`config.mk`:
```
export PLATFORM = sky130hd
export DESIGN_NAME = trap_seq
export DESIGN_NICKNAME = d
export VERILOG_FILES = /design/src/rtl/csr_pkg.sv /design/src/rtl/trap_drain_timer.sv /design/src/rtl/trap_seq.sv
export SDC_FILE = /design/constraint.sdc
export NUM_CORES = 1
export LEC_CHECK = 0
export CAP_MARGIN = 10
export CORE_MARGIN = 4
export CORE_UTILIZATION = 33
export DETAILED_ROUTE_END_ITERATION = 7
export PLACE_DENSITY = 0.83
export SYNTH_ARGS = -nofsm -noshare
export SYNTH_HDL_FRONTEND = slang
export SYNTH_SLANG_ARGS = --single-unit
```
`constraint.sdc`:
```
create_clock -name clk -period 2.8 [get_ports clk]
set_clock_uncertainty 0.15 [all_clocks]
set_input_delay 0.42 -clock clk [delete_from_list [all_inputs] [get_ports clk]]
set_output_delay 0.42 -clock clk [all_outputs]
set_load 0.1 [all_outputs]
```
`src/rtl/csr_pkg.sv`:
```
// ---------------------------------------------------------------------------
// csr_pkg
// Constants shared by the machine-mode trap logic: CSR addresses, the bit
// positions inside mstatus/mie/mip, the external-interrupt cause code and the
// trap sequencer state type.
// ---------------------------------------------------------------------------
package csr_pkg;

  // CSR addresses
  localparam logic [11:0] CSR_MSTATUS = 12'h300;
  localparam logic [11:0] CSR_MIE     = 12'h304;
  localparam logic [11:0] CSR_MTVEC   = 12'h305;
  localparam logic [11:0] CSR_MEPC    = 12'h341;
  localparam logic [11:0] CSR_MCAUSE  = 12'h342;
  localparam logic [11:0] CSR_MIP     = 12'h344;

  // Bit positions
  localparam int MSTATUS_MIE    = 3;
  localparam int MSTATUS_MPIE   = 7;
  localparam int MSTATUS_MPP_LO = 11;
  localparam int MIE_MEIE       = 11;
  localparam int MIP_MEIP       = 11;

  // Machine external interrupt cause code
  localparam int CAUSE_M_EXT = 11;

  // Vectored mode places each cause's entry 4 bytes apart
  localparam int VEC_OFFSET_M_EXT = CAUSE_M_EXT * 4;

  typedef enum logic [2:0] {
    ST_IDLE,
    ST_DRAIN,
    ST_SAVE_EPC,
    ST_SAVE_CAUSE,
    ST_SAVE_STAT,
    ST_REDIR,
    ST_RESTORE,
    ST_RET
  } trap_state_e;

endpackage

```
`src/rtl/trap_drain_timer.sv`:
```
// ---------------------------------------------------------------------------
// trap_drain_timer
// Counts cycles spent waiting for the pipeline to drain and flags expiry.
//   clk, rst  : clock, asynchronous active-high reset
//   clear_i   : return the count to zero (takes priority over en_i)
//   en_i      : count this cycle
//   expire_o  : this counting cycle is the TIMEOUT-th one (never when TIMEOUT=0)
// ---------------------------------------------------------------------------
module trap_drain_timer #(
  parameter int TIMEOUT = 15
) (
  input  logic clk,
  input  logic rst,
  input  logic clear_i,
  input  logic en_i,
  output logic expire_o
);

  localparam int CNT_W = (TIMEOUT > 1) ? $clog2(TIMEOUT) : 1;
  localparam int LAST  = (TIMEOUT > 0) ? TIMEOUT - 1 : 0;

  logic [CNT_W-1:0] count_q;

  // Cycle counter; with TIMEOUT=0 it simply wraps and expiry is masked off.
  always_ff @(posedge clk or posedge rst) begin
    if (rst) begin
      count_q <= '0;
    end else if (clear_i) begin
      count_q <= '0;
    end else if (en_i) begin
      count_q <= count_q + CNT_W'(1);
    end
  end

  // Expiry is flagged in the cycle the count would reach TIMEOUT, so the
  // caller leaves the wait after exactly TIMEOUT enabled cycles.
  assign expire_o = (TIMEOUT != 0) && en_i && (count_q == CNT_W'(LAST));

endmodule

```
`src/rtl/trap_seq.sv`:
```
// ---------------------------------------------------------------------------
// trap_seq
// Machine-mode external-interrupt trap sequencer. Detects an enabled external
// interrupt, stalls and drains the pipeline, writes mepc/mcause/mstatus
// through the single CSR write port, then redirects fetch to mtvec. On mret
// it restores mstatus and redirects fetch to mepc.
//
// Ports:
//   clk, rst                     clock, asynchronous active-high reset
//   mstatus_i/mie_i/mip_i        current interrupt CSRs
//   mtvec_i, mepc_i              trap vector and return address CSRs
//   resume_pc_i                  PC of the oldest uncommitted instruction
//   pipe_empty_i                 nothing in flight past fetch
//   mret_i                       one-cycle pulse, mret committed
//   stall_o, flush_o             freeze fetch/issue, kill fetch stage
//   redir_valid_o/redir_pc_o     fetch redirect request (held until ready)
//   redir_ready_i                fetch accepts the redirect
//   csr_we_o/csr_waddr_o/_wdata_o  CSR write port
//   in_handler_o                 a trap is being serviced
//   drain_err_o                  sticky, drain timed out
//
// Build option: define TRAP_SEQ_VECTORED_EN to honour vectored mtvec mode
// (mode 2'b01 jumps to base + 44); otherwise the mode bits are ignored.
// ---------------------------------------------------------------------------
module trap_seq
  import csr_pkg::*;
#(
  parameter int XLEN          = 32,
  parameter int ALEN          = 32,
  parameter int DRAIN_TIMEOUT = 15
) (
  input  logic            clk,
  input  logic            rst,
  input  logic [XLEN-1:0] mstatus_i,
  input  logic [XLEN-1:0] mie_i,
  input  logic [XLEN-1:0] mip_i,
  input  logic [XLEN-1:0] mtvec_i,
  input  logic [XLEN-1:0] mepc_i,
  input  logic [ALEN-1:0] resume_pc_i,
  input  logic            pipe_empty_i,
  input  logic            mret_i,
  output logic            stall_o,
  output logic            flush_o,
  output logic            redir_valid_o,
  output logic [ALEN-1:0] redir_pc_o,
  input  logic            redir_ready_i,
  output logic            csr_we_o,
  output logic [11:0]     csr_waddr_o,
  output logic [XLEN-1:0] csr_wdata_o,
  output logic            in_handler_o,
  output logic            drain_err_o
);

  trap_state_e     state_q;
  logic            stall_q;
  logic            redir_valid_q;
  logic [ALEN-1:0] redir_pc_q;
  logic            csr_we_q;
  logic [11:0]     csr_waddr_q;
  logic [XLEN-1:0] csr_wdata_q;
  logic            in_handler_q;
  logic            drain_err_q;

  logic            irq_take;
  logic            drain_expire;
  logic [XLEN-1:0] entry_mstatus;
  logic [XLEN-1:0] restore_mstatus;
  logic [XLEN-1:0] epc_wdata;
  logic [XLEN-1:0] cause_wdata;
  logic [ALEN-1:0] trap_base;
  logic [ALEN-1:0] trap_target;
  logic [ALEN-1:0] mepc_target;
  logic            unused_bits;

  assign irq_take = mstatus_i[MSTATUS_MIE] & mie_i[MIE_MEIE] & mip_i[MIP_MEIP];

  // Only parts of several inputs are meaningful here.
  assign unused_bits = ^{mie_i, mip_i, mtvec_i, mepc_i, resume_pc_i};

  trap_drain_timer #(
    .TIMEOUT (DRAIN_TIMEOUT)
  ) u_drain_timer (
    .clk      (clk),
    .rst      (rst),
    .clear_i  (state_q != ST_DRAIN),
    .en_i     (state_q == ST_DRAIN),
    .expire_o (drain_expire)
  );

  // mstatus images written on trap entry and on mret.
  always_comb begin
    entry_mstatus                          = mstatus_i;
    entry_mstatus[MSTATUS_MPIE]            = mstatus_i[MSTATUS_MIE];
    entry_mstatus[MSTATUS_MIE]             = 1'b0;
    entry_mstatus[MSTATUS_MPP_LO +: 2]     = 2'b11;
    restore_mstatus                        = mstatus_i;
    restore_mstatus[MSTATUS_MIE]           = mstatus_i[MSTATUS_MPIE];
    restore_mstatus[MSTATUS_MPIE]          = 1'b1;
  end

  assign epc_wdata   = XLEN'({resume_pc_i[ALEN-1:2], 2'b00});
  assign cause_wdata = {1'b1, (XLEN-1)'(CAUSE_M_EXT)};
  assign trap_base   = {mtvec_i[ALEN-1:2], 2'b00};
  assign mepc_target = {mepc_i[ALEN-1:2], 2'b00};

`ifdef TRAP_SEQ_VECTORED_EN
  assign trap_target = (mtvec_i[1:0] == 2'b01) ? trap_base + ALEN'(VEC_OFFSET_M_EXT)
                                               : trap_base;
`else
  assign trap_target = trap_base;
`endif

  // Sequencer with registered outputs: every transition loads the outputs
  // belonging to the state being entered. The aligned resume PC is captured
  // straight into the CSR write-data register on the way into SAVE_EPC, which
  // is the single place the exception PC needs to live. Redirect target and
  // valid are loaded once on entry to REDIR/RET and therefore stay stable
  // until fetch accepts them.
  always_ff @(posedge clk or posedge rst) begin
    if (rst) begin
      state_q       <= ST_IDLE;
      stall_q       <= 1'b0;
      redir_valid_q <= 1'b0;
      redir_pc_q    <= '0;
      csr_we_q      <= 1'b0;
      csr_waddr_q   <= '0;
      csr_wdata_q   <= '0;
      in_handler_q  <= 1'b0;
      drain_err_q   <= 1'b0;
    end else begin
      csr_we_q    <= 1'b0;
      csr_waddr_q <= '0;
      csr_wdata_q <= '0;
      case (state_q)
        ST_IDLE: begin
          // mret of an active handler takes precedence over a new interrupt;
          // while a handler runs, further interrupts are not taken.
          if (mret_i && in_handler_q) begin
            state_q     <= ST_RESTORE;
            stall_q     <= 1'b1;
            csr_we_q    <= 1'b1;
            csr_waddr_q <= CSR_MSTATUS;
            csr_wdata_q <= restore_mstatus;
          end else if (irq_take && !in_handler_q) begin
            state_q <= ST_DRAIN;
            stall_q <= 1'b1;
          end
        end
        ST_DRAIN: begin
          if (!irq_take) begin
            state_q <= ST_IDLE;
            stall_q <= 1'b0;
          end else if (pipe_empty_i || drain_expire) begin
            if (!pipe_empty_i) begin
              drain_err_q <= 1'b1;
            end
            state_q     <= ST_SAVE_EPC;
            csr_we_q    <= 1'b1;
            csr_waddr_q <= CSR_MEPC;
            csr_wdata_q <= epc_wdata;
          end
        end
        ST_SAVE_EPC: begin
          state_q     <= ST_SAVE_CAUSE;
          csr_we_q    <= 1'b1;
          csr_waddr_q <= CSR_MCAUSE;
          csr_wdata_q <= cause_wdata;
        end
        ST_SAVE_CAUSE: begin
          state_q     <= ST_SAVE_STAT;
          csr_we_q    <= 1'b1;
          csr_waddr_q <= CSR_MSTATUS;
          csr_wdata_q <= entry_mstatus;
        end
        ST_SAVE_STAT: begin
          state_q       <= ST_REDIR;
          redir_valid_q <= 1'b1;
          redir_pc_q    <= trap_target;
        end
        ST_REDIR: begin
          if (redir_ready_i) begin
            state_q       <= ST_IDLE;
            redir_valid_q <= 1'b0;
            redir_pc_q    <= '0;
            stall_q       <= 1'b0;
            in_handler_q  <= 1'b1;
          end
        end
        ST_RESTORE: begin
          state_q       <= ST_RET;
          redir_valid_q <= 1'b1;
          redir_pc_q    <= mepc_target;
        end
        ST_RET: begin
          if (redir_ready_i) begin
            state_q       <= ST_IDLE;
            redir_valid_q <= 1'b0;
            redir_pc_q    <= '0;
            stall_q       <= 1'b0;
            in_handler_q  <= 1'b0;
          end
        end
        default: begin
          state_q <= ST_IDLE;
        end
      endcase
    end
  end

  // The fetch kill must coincide with the accepting handshake cycle.
  assign flush_o = redir_valid_q & redir_ready_i;

  assign stall_o       = stall_q;
  assign redir_valid_o = redir_valid_q;
  assign redir_pc_o    = redir_pc_q;
  assign csr_we_o      = csr_we_q;
  assign csr_waddr_o   = csr_waddr_q;
  assign csr_wdata_o   = csr_wdata_q;
  assign in_handler_o  = in_handler_q;
  assign drain_err_o   = drain_err_q;

endmodule

```
==> flow_summary.json <==
{
  "syn_area_sq_mm": 0.003407,
  "post_cts_buffers": 0,
  "ys_seq_area_frac": 0.5729,
  "track_usage": 0.1591,
  "routabilityCongestion": 0.7828,
  "ant_nets": 0,
  "seq_area_sq_mm": 0.001952,
  "fp-row-count": 36,
  "portBuffers": 201,
  "p_clk_frac": 0.123,
  "crit_path_cell_trace": "inv_1, a21oi_4, buf_4, mux2_2",
  "syn_area_per_cell_sq_um": 12.95,
  "crit_path_end_kind": "flop",
  "yosys_warnings": 0,
  "drtIter0Drc": 117,
  "clk_pin_slew_ns": 0.09,
  "clk_latency_ns": 0.35,
  "grt_max_degree": 40,
  "hpwl_mm": 7.719,
  "final_cell_mix": "clkdlybuf4s50_1 (128), dfrtp_1 (78), buf_4 (78), a22o_1 (55), mux2_2 (30)",
  "vdd_drop_max_uv": 873.5,
  "slew_viol_final": 0,
  "drc_errors": 0,
  "grt-ovfl-total": 0,
  "start_util": 0.3438,
  "io_pins": 279,
  "die_area_sq_mm": 0.01201,
  "layoutNonFillerInstCount": 598,
  "cts_tree": "done",
  "finalCriticalPeriod_ns": 2.081,
  "ys.flop_type": "dfrtp_1",
  "drive_above_1_share": 0.2882,
  "fin_tns_setup_ns": 0,
  "cap_violations": 0,
  "cts_buffer_depth": 2,
  "hold_slack_ns": 0.2922,
  "finalWirelength_mm": 10.04,
  "intPower_mw": 3.353,
  "final-setup-viol-count": 0,
  "max_slew_margin": 0.6174,
  "vias": 2926,
  "p_total_mw": 7.749,
  "postCtsHoldBufs": 0,
  "rsz0062_at_grt": "no",
  "nFillCells": 811,
  "synth_edf_count": 0,
  "area_growth_pct": 63.86,
  "grt_pass1_vias": 3038,
  "htree_levels": 3,
  "clock_sinks": 78,
  "synth-seq-cells": 78,
  "grt_first_pass_wirelength_mm": 14.62,
  "drt-wirelength-per-cell_microns": 16.78,
  "swShare": 0.5673,
  "powerDensity_mw_per_mm2": 1388,
  "antenna_cells": 0,
  "hold_violations": 0,
  "critPathMaxFanout": 30,
  "core_area_sq_mm": 0.009910,
  "cp-start-kind": "flop",
  "ys_async_sr_fraction": 1.000,
  "status": "completed",
  "crit_buf_inv": 2,
  "p_sw_mw": 4.397,
  "antenna_found_initial": 0,
  "min_period_over_period": 0.7432,
  "synth_cell_types": 41,
  "multi_input_area_sq_mm": 0.001308,
  "cpMaxStageDelayCell": "dfrtp_1",
  "seq_power_share": 0.231,
  "timing.fmax_ghz": 0.4806,
  "die-height_microns": 109.6,
  "slowest_delay_ns": 0.59,
  "placed_cells": 582,
  "cts_buffers": 9,
  "via_per_inst": 4.893,
  "final_common_cell": "clkdlybuf4s50_1",
  "postLayoutCoreUtil": 0.5634,
  "layout.nets": 659,
  "hold_class": "input pin to asynchronous set/reset pin",
  "cts-root-buf": "clkbuf_8",
  "cp.required_ns": 2.87,
  "crit_arrival_ns": 2.15,
  "firstDrtPassIters": 4,
  "worstMarginPinSlew_ns": 0.5732,
  "path_delay_family": "buffers and inverters",
  "crit_type": "flop to flop",
  "cts_resized": 0,
  "syn_inst": 263,
  "combPwrFrac": 0.646,
  "die_w_microns": 109.6,
  "p_leak_nw": 2.625
}
==> state kept, by name, summed over array words and instances, names as in the netlist <==
register,cells
csr_wdata_o,32
redir_pc_o,30
csr_waddr_o,4
u_drain_timer.count_q,4
state_q,3
csr_we_o,1
drain_err_o,1
in_handler_o,1
redir_valid_o,1
stall_o,1
==> final timing paths <==
path / from / endpoint / slack [ns] / cells past startpoint
worst min register to register: drain_err_o$_DFFE_PP0P_ / drain_err_o$_DFFE_PP0P_ / 0.33 / 1
max in group asynchronous: rst / redir_pc_o[17]$_DFFE_PP0P_ / 1.60 / 3
worst max-delay path: state_q[2]$_DFFE_PP0P_ / redir_pc_o[16]$_DFFE_PP0P_ / 0.72 / 4
min in group clk: drain_err_o$_DFFE_PP0P_ / drain_err_o$_DFFE_PP0P_ / 0.33 / 1
worst min-delay path: rst / redir_pc_o[20]$_DFFE_PP0P_ / 0.29 / 2
worst max register to register: state_q[2]$_DFFE_PP0P_ / redir_pc_o[16]$_DFFE_PP0P_ / 0.72 / 4
==> per-stage QoR <==
stage	worst slack, ns	instance area (sq um)
2_1_floorplan	0.2350	3437
3_3_place_gp	0.5109	5353
3_5_place_dp	0.4694	5353
4_1_cts	0.7145	5583
5_1_grt	0.5666	5583
6_report	0.7191	5583
==> power by group through the flow <==
stage | Clock [mW] | Sequential [mW] | Combinational (mW)
after floorplan | 0 | 4.50 | 1.20
final | 0.954 | 1.79 | 5.00
after detailed placement | 0 | 1.81 | 5.03
after CTS | 0.994 | 1.80 | 5.03
after global placement | 0 | 1.80 | 4.98
after global routing | 1.04 | 1.86 | 5.18
==> routing by layer <==
layer | wire, microns | vias up | track usage
met2 | 5007 | 170 | 0.2829
met4 | 112 | 0 | 0.04274
met3 | 1350 | 8 | 0.07634
li1 | - | 1354 | -
met1 | 3564 | 1394 | 0.1679
met5 | 0 | - | 0
==> cell usage after synthesis (3+ instances only) <==
library cell	count	area (sq um)
a22o_1	55	481.7
dfrtp_1	78	1952
a21oi_1	3	15.01
o2bb2ai_1	3	26.28
a21o_1	4	30.03
nand3_1	3	15.01
nand2_1	4	15.01
a221o_1	3	30.03
a31oi_1	4	25.02
buf_2	15	75.07
nor2_1	6	22.52
o21ai_1	4	20.02
inv_1	4	15.01
and2_1	4	25.02
mux2_2	30	337.8
buf_4	12	90.09
==> cells by family (layout without fill, tap and decap cells) <==
group | count (synthesis) | in the layout | synth area share
AOI/OAI and AO/OA | 82 | 82 | 0.1972
xor gates and xnor gates | 2 | 2 | 0.005142
adders and majority gates | 2 | 2 | 0.007344
buffers and inverters | 35 | 229 | 0.05729
DFF | 78 | 78 | 0.5729
muxes | 30 | 30 | 0.09915
other | 1 | 9 | 0.001101
and+or+nand+nor | 33 | 33 | 0.05986
==> final cells by class <==
| cell class | instances | area share |
|---|---|---|
| Clock inverter | 6 | 0.01658 |
| Tap cell | 133 | 0.02981 |
| Clock buffer | 10 | 0.02465 |
| Multi-Input combinational cell | 158 | 0.2342 |
| Timing Repair Buffer | 208 | 0.3416 |
| Inverter | 5 | 0.003586 |
| Sequential cell | 78 | 0.3496 |
No activity file was read; power rests on OpenSTA's default activity.
